[config.mk]
export PLATFORM = sky130hd
export DESIGN_NAME = pwm_duty_ramp_flat
export DESIGN_NICKNAME = d
export VERILOG_FILES = /design/src/rtl/pwm_pkg.sv /design/src/rtl/pwm_duty_ramp_if.sv /design/src/rtl/pwm_period_tick.sv /design/src/rtl/pwm_duty_ramp.sv /design/src/flat_wrapper.sv
export SDC_FILE = /design/constraint.sdc
export NUM_CORES = 1
export LEC_CHECK = 0
export ABC_CLOCK_PERIOD_IN_PS = 2000
export CORE_MARGIN = 3
export CORE_UTILIZATION = 40
export CTS_BUF_LIST = sky130_fd_sc_hd__clkbuf_8
export DETAILED_ROUTE_END_ITERATION = 8
export DONT_BUFFER_PORTS = 1
export PLACE_DENSITY = 0.65
export SLEW_MARGIN = 10
export SYNTH_ARGS = -nofsm -noshare
export SYNTH_HDL_FRONTEND = slang
export SYNTH_SLANG_ARGS = --single-unit
export TNS_END_PERCENT = 5
[constraint.sdc]
create_clock -name clk -period 2 [get_ports clk]
set_input_delay 0.3 -clock clk [delete_from_list [all_inputs] [get_ports clk]]
set_output_delay 0.3 -clock clk [all_outputs]
set_load 0.01 [all_outputs]
[src/rtl/pwm_pkg.sv]
// pwm_pkg
//   Shared definitions for the PWM duty-cycle controller family.
//   - pwm_state_e : controller state (IDLE, ARMED, RAMP)
//   - *_DEF       : default channel geometry
//   - duty_wide_t : wide working type so the helpers serve any DUTY_W <= 16
//   - clamp_duty  : limit a requested duty to the largest legal value
//   - step_toward : move a duty one count towards a target (no move if equal)
package pwm_pkg;

  typedef enum logic [1:0] {
    IDLE  = 2'd0,
    ARMED = 2'd1,
    RAMP  = 2'd2
  } pwm_state_e;

  localparam int DUTY_W_DEF       = 4;
  localparam int PERIOD_DEF       = 11;
  localparam int MAX_DUTY_DEF     = 11;
  localparam int STEP_PERIODS_DEF = 4;

  localparam int DUTY_WIDE = 16;
  typedef logic [DUTY_WIDE-1:0] duty_wide_t;

  function automatic duty_wide_t clamp_duty(input duty_wide_t value,
                                            input duty_wide_t limit);
    return (value > limit) ? limit : value;
  endfunction

  // Never leaves the interval between cur and tgt, so a duty that starts
  // in 0..MAX_DUTY and heads to a clamped target stays in range.
  function automatic duty_wide_t step_toward(input duty_wide_t cur,
                                             input duty_wide_t tgt);
    if (cur < tgt) begin
      return cur + duty_wide_t'(1);
    end else if (cur > tgt) begin
      return cur - duty_wide_t'(1);
    end
    return cur;
  endfunction

endpackage

[src/rtl/pwm_duty_ramp_if.sv]
// pwm_duty_ramp_if
//   Target-duty handshake between the command side and pwm_duty_ramp.
//   Handshake: a target is transferred on a rising clock edge where both
//   tgt_valid and tgt_ready are high; tgt_duty is only meaningful while
//   tgt_valid is high, and the master holds tgt_valid/tgt_duty stable until
//   that edge.
//   - tgt_valid : master -> slave, target offered
//   - tgt_duty  : master -> slave, requested duty (clamped by the slave)
//   - tgt_ready : slave -> master, target can be accepted
interface pwm_duty_ramp_if #(
  parameter int DUTY_W = pwm_pkg::DUTY_W_DEF
);
  logic              tgt_valid;
  logic [DUTY_W-1:0] tgt_duty;
  logic              tgt_ready;

  modport master (output tgt_valid, output tgt_duty, input tgt_ready);
  modport slave  (input tgt_valid, input tgt_duty, output tgt_ready);
endinterface

[src/rtl/pwm_period_tick.sv]
// pwm_period_tick
//   PWM period timebase shared by channel controllers. Owns the period
//   counter, which leaves reset at PERIOD-1 so the very first clock edge
//   after reset is a period boundary.
//   - clk          : clock, rising edge
//   - rst          : asynchronous active-high reset
//   - period_start : high in the first cycle of every PWM period
//   - boundary     : high in the last cycle of a period; the rising edge
//                    that ends this cycle is the boundary edge
module pwm_period_tick #(
  parameter int PERIOD = pwm_pkg::PERIOD_DEF
) (
  input  logic clk,
  input  logic rst,
  output logic period_start,
  output logic boundary
);

  localparam int CNT_W = $clog2(PERIOD);
  localparam logic [CNT_W-1:0] CNT_LAST = CNT_W'(PERIOD - 1);

  logic [CNT_W-1:0] per_cnt;

  always_ff @(posedge clk or posedge rst) begin
    if (rst) begin
      per_cnt <= CNT_LAST;
    end else if (per_cnt == CNT_LAST) begin
      per_cnt <= '0;
    end else begin
      per_cnt <= per_cnt + CNT_W'(1);
    end
  end

  assign period_start = (per_cnt == '0);
  assign boundary     = (per_cnt == CNT_LAST);

endmodule

[src/rtl/pwm_duty_ramp.sv]
// pwm_duty_ramp
//   Duty-cycle controller for one PWM channel. Accepts target duties over
//   the tgt handshake and updates the registered duty only on period
//   boundary edges, so no PWM period is ever cut short.
//
//   Build option PWM_DUTY_RAMP_EN:
//     defined   - duty walks one count per STEP_PERIODS boundaries towards
//                 the target (first step on the first boundary edge)
//     undefined - duty jumps straight to the target on the first boundary
//                 edge; no RAMP state, no step counter, STEP_PERIODS unused
//
//   Ports:
//   - clk, rst     : clock (rising edge), asynchronous active-high reset
//   - enable       : channel enable, level; low forces duty to 0 at the next
//                    boundary edge and blocks new targets
//   - tgt          : target handshake (slave side of pwm_duty_ramp_if)
//   - duty         : registered duty for the channel's duty input
//   - period_start : first cycle of each PWM period
//   - busy         : a target is pending or being ramped to
//   - done         : one-cycle pulse, registered on the edge duty hits target
//   - state        : current controller state, for observation
module pwm_duty_ramp
  import pwm_pkg::*;
#(
  parameter int DUTY_W       = DUTY_W_DEF,
  parameter int PERIOD       = PERIOD_DEF,
  parameter int MAX_DUTY     = MAX_DUTY_DEF,
  parameter int STEP_PERIODS = STEP_PERIODS_DEF
) (
  input  logic              clk,
  input  logic              rst,
  input  logic              enable,
  pwm_duty_ramp_if.slave    tgt,
  output logic [DUTY_W-1:0] duty,
  output logic              period_start,
  output logic              busy,
  output logic              done,
  output pwm_state_e        state
);

  if (STEP_PERIODS < 1) begin : g_bad_step_periods
    $error("STEP_PERIODS must be at least 1");
  end
  if (MAX_DUTY >= (1 << DUTY_W)) begin : g_bad_max_duty
    $error("MAX_DUTY does not fit in DUTY_W bits");
  end

  logic boundary;

  pwm_period_tick #(
    .PERIOD (PERIOD)
  ) u_tick (
    .clk          (clk),
    .rst          (rst),
    .period_start (period_start),
    .boundary     (boundary)
  );

  pwm_state_e        state_q,  state_next;
  logic [DUTY_W-1:0] duty_q,   duty_next;
  logic [DUTY_W-1:0] target_q, target_next;
  logic              done_q,   done_next;
  logic              xfer;
  logic [DUTY_W-1:0] tgt_clamped;

  assign tgt.tgt_ready = enable;
  assign xfer          = tgt.tgt_valid && enable;
  assign tgt_clamped   = DUTY_W'(clamp_duty(duty_wide_t'(tgt.tgt_duty),
                                            duty_wide_t'(MAX_DUTY)));

`ifdef PWM_DUTY_RAMP_EN
  localparam int STEP_W = $clog2(STEP_PERIODS) + 1;
  localparam logic [STEP_W-1:0] STEP_LAST = STEP_W'(STEP_PERIODS - 1);

  logic [STEP_W-1:0] step_q, step_next;
  logic [DUTY_W-1:0] duty_stepped;

  // Direction is taken from the current target every time, so a target
  // replaced mid-ramp reverses the walk at the next step.
  assign duty_stepped = DUTY_W'(step_toward(duty_wide_t'(duty_q),
                                            duty_wide_t'(target_q)));
`endif

  always_comb begin
    state_next  = state_q;
    duty_next   = duty_q;
    target_next = target_q;
    done_next   = 1'b0;
`ifdef PWM_DUTY_RAMP_EN
    step_next   = step_q;
`endif

    if (boundary && !enable) begin
      // Disable takes priority over any step on the same boundary edge.
      state_next  = IDLE;
      duty_next   = '0;
      target_next = '0;
`ifdef PWM_DUTY_RAMP_EN
      step_next   = '0;
`endif
    end else begin
      if (boundary) begin
        case (state_q)
          ARMED: begin
`ifdef PWM_DUTY_RAMP_EN
            step_next = '0;
            duty_next = duty_stepped;
            if (duty_stepped == target_q) begin
              done_next  = 1'b1;
              state_next = IDLE;
            end else begin
              state_next = RAMP;
            end
`else
            duty_next  = target_q;
            done_next  = 1'b1;
            state_next = IDLE;
`endif
          end
`ifdef PWM_DUTY_RAMP_EN
          RAMP: begin
            if (step_q == STEP_LAST) begin
              step_next = '0;
              duty_next = duty_stepped;
              if (duty_stepped == target_q) begin
                done_next  = 1'b1;
                state_next = IDLE;
              end
            end else begin
              step_next = step_q + STEP_W'(1);
            end
          end
`endif
          default: ;
        endcase
      end

      // The boundary decision above used the old target; a transfer on
      // the same edge only lands in the target register. If the controller
      // is (or is just becoming) idle, the new target waits for the next
      // boundary in ARMED.
      if (xfer) begin
        target_next = tgt_clamped;
        if (state_next == IDLE) begin
          state_next = ARMED;
        end
      end
    end
  end

  always_ff @(posedge clk or posedge rst) begin
    if (rst) begin
      state_q  <= IDLE;
      duty_q   <= '0;
      target_q <= '0;
      done_q   <= 1'b0;
`ifdef PWM_DUTY_RAMP_EN
      step_q   <= '0;
`endif
    end else begin
      state_q  <= state_next;
      duty_q   <= duty_next;
      target_q <= target_next;
      done_q   <= done_next;
`ifdef PWM_DUTY_RAMP_EN
      step_q   <= step_next;
`endif
    end
  end

  assign duty  = duty_q;
  assign done  = done_q;
  assign busy  = (state_q != IDLE);
  assign state = state_q;

endmodule
[src/flat_wrapper.sv]
// flat-port wrapper written by rule: the top's interface ports become plain ports
module pwm_duty_ramp_flat import pwm_pkg::*;
#(
  parameter int DUTY_W       = DUTY_W_DEF,
  parameter int PERIOD       = PERIOD_DEF,
  parameter int MAX_DUTY     = MAX_DUTY_DEF,
  parameter int STEP_PERIODS = STEP_PERIODS_DEF
)
  (clk, rst, enable, duty, period_start, busy, done, state, tgt_tgt_valid, tgt_tgt_duty, tgt_tgt_ready);
  pwm_duty_ramp_if #(.DUTY_W(DUTY_W)) tgt_i ();
  input  logic clk;
  input  logic rst;
  input  logic enable;
  output logic [DUTY_W-1:0] duty;
  output logic period_start;
  output logic busy;
  output logic done;
  output pwm_state_e state;
  input wire logic [$bits(tgt_i.tgt_valid)-1:0] tgt_tgt_valid;
  input wire logic [$bits(tgt_i.tgt_duty)-1:0] tgt_tgt_duty;
  output wire logic [$bits(tgt_i.tgt_ready)-1:0] tgt_tgt_ready;
  assign tgt_i.tgt_valid = tgt_tgt_valid;
  assign tgt_i.tgt_duty = tgt_tgt_duty;
  assign tgt_tgt_ready = tgt_i.tgt_ready;
  pwm_duty_ramp #(.DUTY_W(DUTY_W), .PERIOD(PERIOD), .MAX_DUTY(MAX_DUTY), .STEP_PERIODS(STEP_PERIODS)) u_core (.clk(clk), .rst(rst), .enable(enable), .tgt(tgt_i), .duty(duty), .period_start(period_start), .busy(busy), .done(done), .state(state));
endmodule
[Yosys cells after proc, flatten, opt, wreduce, memory -nomap -nowiden]
Cells that the tools add are included.
Operators by class
  $add $sub $neg: 1
  multipliers: 0
  div/mod/pow operators: 0
  $lt $le $gt $ge: 1
  equal/unequal tests: 2
  shift-type cells: 0
  mux-type cells: 16
  bitwise operators: 0
  reduce and logical (&&, ||, !) cells: 10
Operators with widths (number)
  4-bit two-way mux: 7
  2-bit two-way mux: 6
  2-bit nonzero test: 4
  4-bit by 1-bit adder with 4-bit output (second input constant): 1
  4-bit == test (second input constant): 1
  4-bit greater-than comparator (second input constant): 1
  4-bit logical NOT: 1
  1-bit two-way mux: 3
  2-bit by 1-bit == test with 1-bit output (second input constant): 1
  1-bit logical AND: 2
  2-bit logical NOT: 1
  2-bit AND reduction: 1
  1-bit logical NOT: 1
Word-level totals
  register bits: 15
  latch bits: 0
  memory bits (writable): 0
  ROM bits: 0
  bits of input ports: 8
  output and inout port bits: 10
  word-level logic and storage cells: 35
  memories kept: 0

[Depth between registers and ports, before layout]
  depth after elaboration: 8
  mapped depth: 5

[Hierarchy]
Synthesis repeated with hierarchy kept, for this count alone.
Second synthesis, totals
  cell total of the unflattened synthesis: 66
  area, all modules: 691.9 µm²
Modules (own cells, without submodules)
  pwm_duty_ramp: times used 1, cells each 49, area an instance 496.7 µm², sequential area each 275.3 µm²
  pwm_period_tick: times used 1, cells each 17, area an instance 195.2 µm², sequential area each 102.6 µm²

[Worst setup path after synthesis]
Ideal clock, no wire load.
  path type: register to output
  start: register u_core.u_tick.per_cnt[0]
  end: output period_start
  arrival: 0.927 ns
  required time: 1.700 ns
  slack: 0.773 ns
  cell stages (with the launch flop): 3
  buffers on the path: 1
  path through: dfrtp_1 > buf_6 > nor4_1
Between the ends
  cells in the longest elaborated chain, start to end: 1
Ends and longest elaborated chain
  from (decl): line pwm_period_tick.sv:22  | logic [CNT_W-1:0] per_cnt;
  from (signal assigned): line pwm_period_tick.sv:30  | per_cnt <= per_cnt + CNT_W'(1);
  4-bit logical NOT: line pwm_period_tick.sv:34  | assign period_start = (per_cnt == '0);
  to (decl): line flat_wrapper.sv:15  | output logic period_start;
No other way between the ends.

[Final worst setup path]
Ends and elaborated chain as after synthesis.

==> flow_metrics.py <==
metrics = {
    "sta": {
        "finalHoldViolCount": 13,
        "finClkSkew_ns": 0.003656,
        "finalMaxSlewViolations": 0,
        "hold_slack_ns": -0.01675,
        "clock.fmax_mhz": 656.0,
        "setup_viol": 0,
        "post-route-min-period_ns": 1.524,
        "rsz0062_at_grt": "false",
        "setup_tns_ns": 0,
        "max_slew_margin_pct": 63.46,
        "post-route-period-util_pct": 76.22,
        "tightest_slew_ns": 0.5475,
    },
    "critical_path": {
        "cp.buffers_inverters": 0,
        "endpoint_kind": "output port",
        "path_max_fanout": 8,
        "path_delay_family": "simple AND/OR/NAND/NOR gates",
        "path_class": "reg -> out",
        "cp_cell_sequence": "nor4_1",
        "worstPathRequired_ns": 1.70,
        "critPathArrivalTime_ns": 1.22,
        "cp_slowest_stage_delay_ns": 0.53,
        "cp-start-kind": "flop",
        "crit_slowest_cell": "nor4_1",
    },
    "cells_and_area": {
        "syn_to_final_growth_pct": 5.963,
        "fillCellCount": 179,
        "multi_input_area_sq_um": 309.0,
        "diodes": 0,
        "seq_area_sq_um": 377.9,
        "drive_gt1_share_pct": 20.29,
        "instances_no_fill": 93,
        "fin_nets": 78,
    },
    "route": {
        "wl_um": 1220,
        "ant_nets": 0,
        "vias": 495,
        "drc": 0,
        "drt_iter0_drc": 6,
        "first_pass_iters": 4,
        "viasPerCell": 5.323,
        "avgRoutedWirePerCell_um": 13.12,
    },
    "clocking": {
        "clkTransAtPathRegs_ns": 0.06,
        "cts_buffers": 3,
        "cts.path.max_buffers": 2,
        "root_buffer": "clkbuf_8",
        "cts.sinks": 15,
        "clk_latency_ns": 0.25,
        "cts_tree": "done",
        "hold_buffers": 0,
        "post_cts_buffers": 0,
        "htreeDepth": 1,
        "cts_resized": 0,
    },
    "yosys": {
        "synth.distinct_cells": 32,
        "avgSynthCellArea_sq_um": 10.49,
        "syn_area_sq_um": 734.5,
        "synthCells": 70,
        "yosysWarnings": 0,
        "yosys_register_bits": 15,
        "syn_nets": 78,
        "ys_seq_area_share_pct": 51.45,
    },
    "power": {
        "p_comb_share_pct": 6.7,
        "seq_power_share_pct": 55.4,
        "power_density_nw_per_um2": 822.7,
        "sw_frac_of_total_pct": 24.10,
        "leakagePower_nw": 0.3365,
        "vdd_ir_drop_max_mv": 0.4990,
        "p_switching_w": 0.0001543,
        "pwr-share-clk_pct": 37.9,
        "p_int_w": 0.0004860,
    },
    "global_route": {
        "first_global_vias": 465,
        "antenna_found_initial": 0,
        "grt_overflow": 0,
        "grt_max_degree": 19,
        "grt_pass1_wl_um": 2076,
        "gr-usage-all-layers_pct": 11.26,
    },
    "place": {
        "place_congestion": 0.7426,
        "numPortBuffers": 0,
        "dp.cells": 89,
    },
    "job": {
        "cap_violations": 0,
    },
    "run_status": {
        "status": "finished with violations",
        "violations": "hold timing",
    },
    "floorplanning": {
        "die_y_um": 48.85,
        "die_w_um": 48.85,
        "dieArea_sq_um": 2386,
        "rows": 14,
        "fp.coreArea_sq_um": 1612,
        "ioPinCount": 18,
        "start_util_pct": 45.57,
    },
    "min_path": {
        "min_path_type": "in -> async",
    },
}
[through the flow]
step	cell area, sq um	setup slack [ns]	total power [W]	util (%)	hold slack (ns)
3_3_place_gp	732.0	0.6180	0.0004043	45.42	0.2748
5_1_grt	778.2	0.3649	0.0006749	48.29	0.02854
3_5_place_dp	732.0	0.5374	0.0004055	45.42	0.2742
4_1_cts	778.2	0.4634	0.0006495	48.29	0.005608
6_report	778.2	0.4757	0.0006403	48.29	-0.01675
2_1_floorplan	734.5	0.7729	0.0003987	-	0.2000
[cell usage after synthesis]
| master | count | area, sq um |
|---|---|---|
| dfrtp_1 | 13 | 325.3 |
| nor4_1 | 1 | 6.260 |
| mux2i_1 | 1 | 10.01 |
| or2_2 | 1 | 6.260 |
| o211ai_1 | 1 | 7.510 |
| a22o_2 | 1 | 10.01 |
| and3_4 | 1 | 11.26 |
| a21bo_2 | 1 | 10.01 |
| and2b_2 | 1 | 8.760 |
| a22o_1 | 1 | 8.760 |
| nand4bb_1 | 1 | 11.26 |
| nand2_1 | 11 | 41.29 |
| nand4_1 | 2 | 12.51 |
| clkbuf_1 | 1 | 3.750 |
| o21a_1 | 1 | 7.510 |
| nor2_1 | 1 | 3.750 |
| o2bb2ai_1 | 2 | 17.52 |
| and4bb_4 | 1 | 16.27 |
| inv_1 | 4 | 15.01 |
| buf_2 | 2 | 10.01 |
| a21oi_1 | 1 | 5.000 |
| xnor2_1 | 1 | 8.760 |
| buf_4 | 1 | 7.510 |
| nand3_1 | 4 | 20.02 |
| o21ai_1 | 2 | 10.01 |
| buf_6 | 1 | 11.26 |
| nand4b_1 | 1 | 8.760 |
| o221ai_1 | 2 | 17.52 |
| nand2b_1 | 2 | 12.51 |
| mux2_2 | 2 | 22.52 |
| dfstp_2 | 2 | 52.55 |
| o21ai_0 | 3 | 15.01 |
[power by group through the flow]
stage | logic (W) | registers (W) | clock network (W)
2_1_floorplan | 0.0000448 | 0.000354 | 0
3_3_place_gp | 0.0000442 | 0.000360 | 0
3_5_place_dp | 0.0000443 | 0.000361 | 0
4_1_cts | 0.0000446 | 0.000356 | 0.000249
5_1_grt | 0.0000515 | 0.000359 | 0.000265
6_report | 0.0000428 | 0.000355 | 0.000242
[worst paths after layout]
path | startpoint | end | slack, ns | cells past startpoint
setup / recovery | u_core.u_tick.per_cnt[0]$_DFF_PP0_ | period_start | 0.48 | 1
hold / removal | rst | u_core.duty[3]$_DFFE_PP0P_ | -0.02 | 1
setup reg to reg | u_core.u_tick.per_cnt[1]$_DFF_PP1_ | u_core.duty[1]$_DFFE_PP0P_ | 0.56 | 3
hold reg to reg | u_core.target_q[1]$_DFFE_PP0P_ | u_core.duty[1]$_DFFE_PP0P_ | 0.52 | 1
max in group asynchronous | rst | u_core.u_tick.per_cnt[3]$_DFF_PP1_ | 1.65 | 1
min in group clk | enable | u_core.target_q[0]$_DFFE_PP0P_ | 0.14 | 1
[layout by cell type (no fill, tap or decap), drive strengths merged, types with 2 or more instances in the layout]
| master | count |
|---|---|
| nand2b | 2 |
| nand4 | 2 |
| mux2 | 2 |
| dfrtp | 13 |
| nand2 | 11 |
| o21ai | 5 |
| o2bb2ai | 2 |
| clkbuf | 3 |
| o221ai | 2 |
| a22o | 2 |
| inv | 4 |
| nand3 | 4 |
| dfstp | 2 |
[sequential cells by signal (all words and copies together), names as in the netlist]
signal,cells
u_core.duty,4
u_core.done,1
u_core.target_q,4
u_core.u_tick.per_cnt,4
u_core.state,2
[layout make-up]
cell class              count  share of cell area [%]
multi-input cells          46                   39.71
flip-flops and latches     15                   48.55
clock inverters             1                  0.6431
well taps                  24                   3.859
inverters                   4                   1.929
clock buffers               3                   5.305
[logic make-up after synthesis]
| family | after synthesis | synth area share, % |
|---|---|---|
| XOR/XNOR | 1 | 1.193 |
| buffers and inverters | 9 | 6.473 |
| AO/OA/AOI/OAI | 15 | 14.82 |
| AND/OR/NAND/NOR | 27 | 21.64 |
| flip-flops | 15 | 51.45 |
| multiplexers | 3 | 4.429 |
[routing by layer]
layer	up-vias	wire length [um]	track usage, %
met5	-	0	0
met4	0	0	1.422
met3	0	94	7.339
met2	13	593	17.19
met1	237	531	13.62
li1	245	-	-
Note: power is estimated with default switching activity, not from simulation.
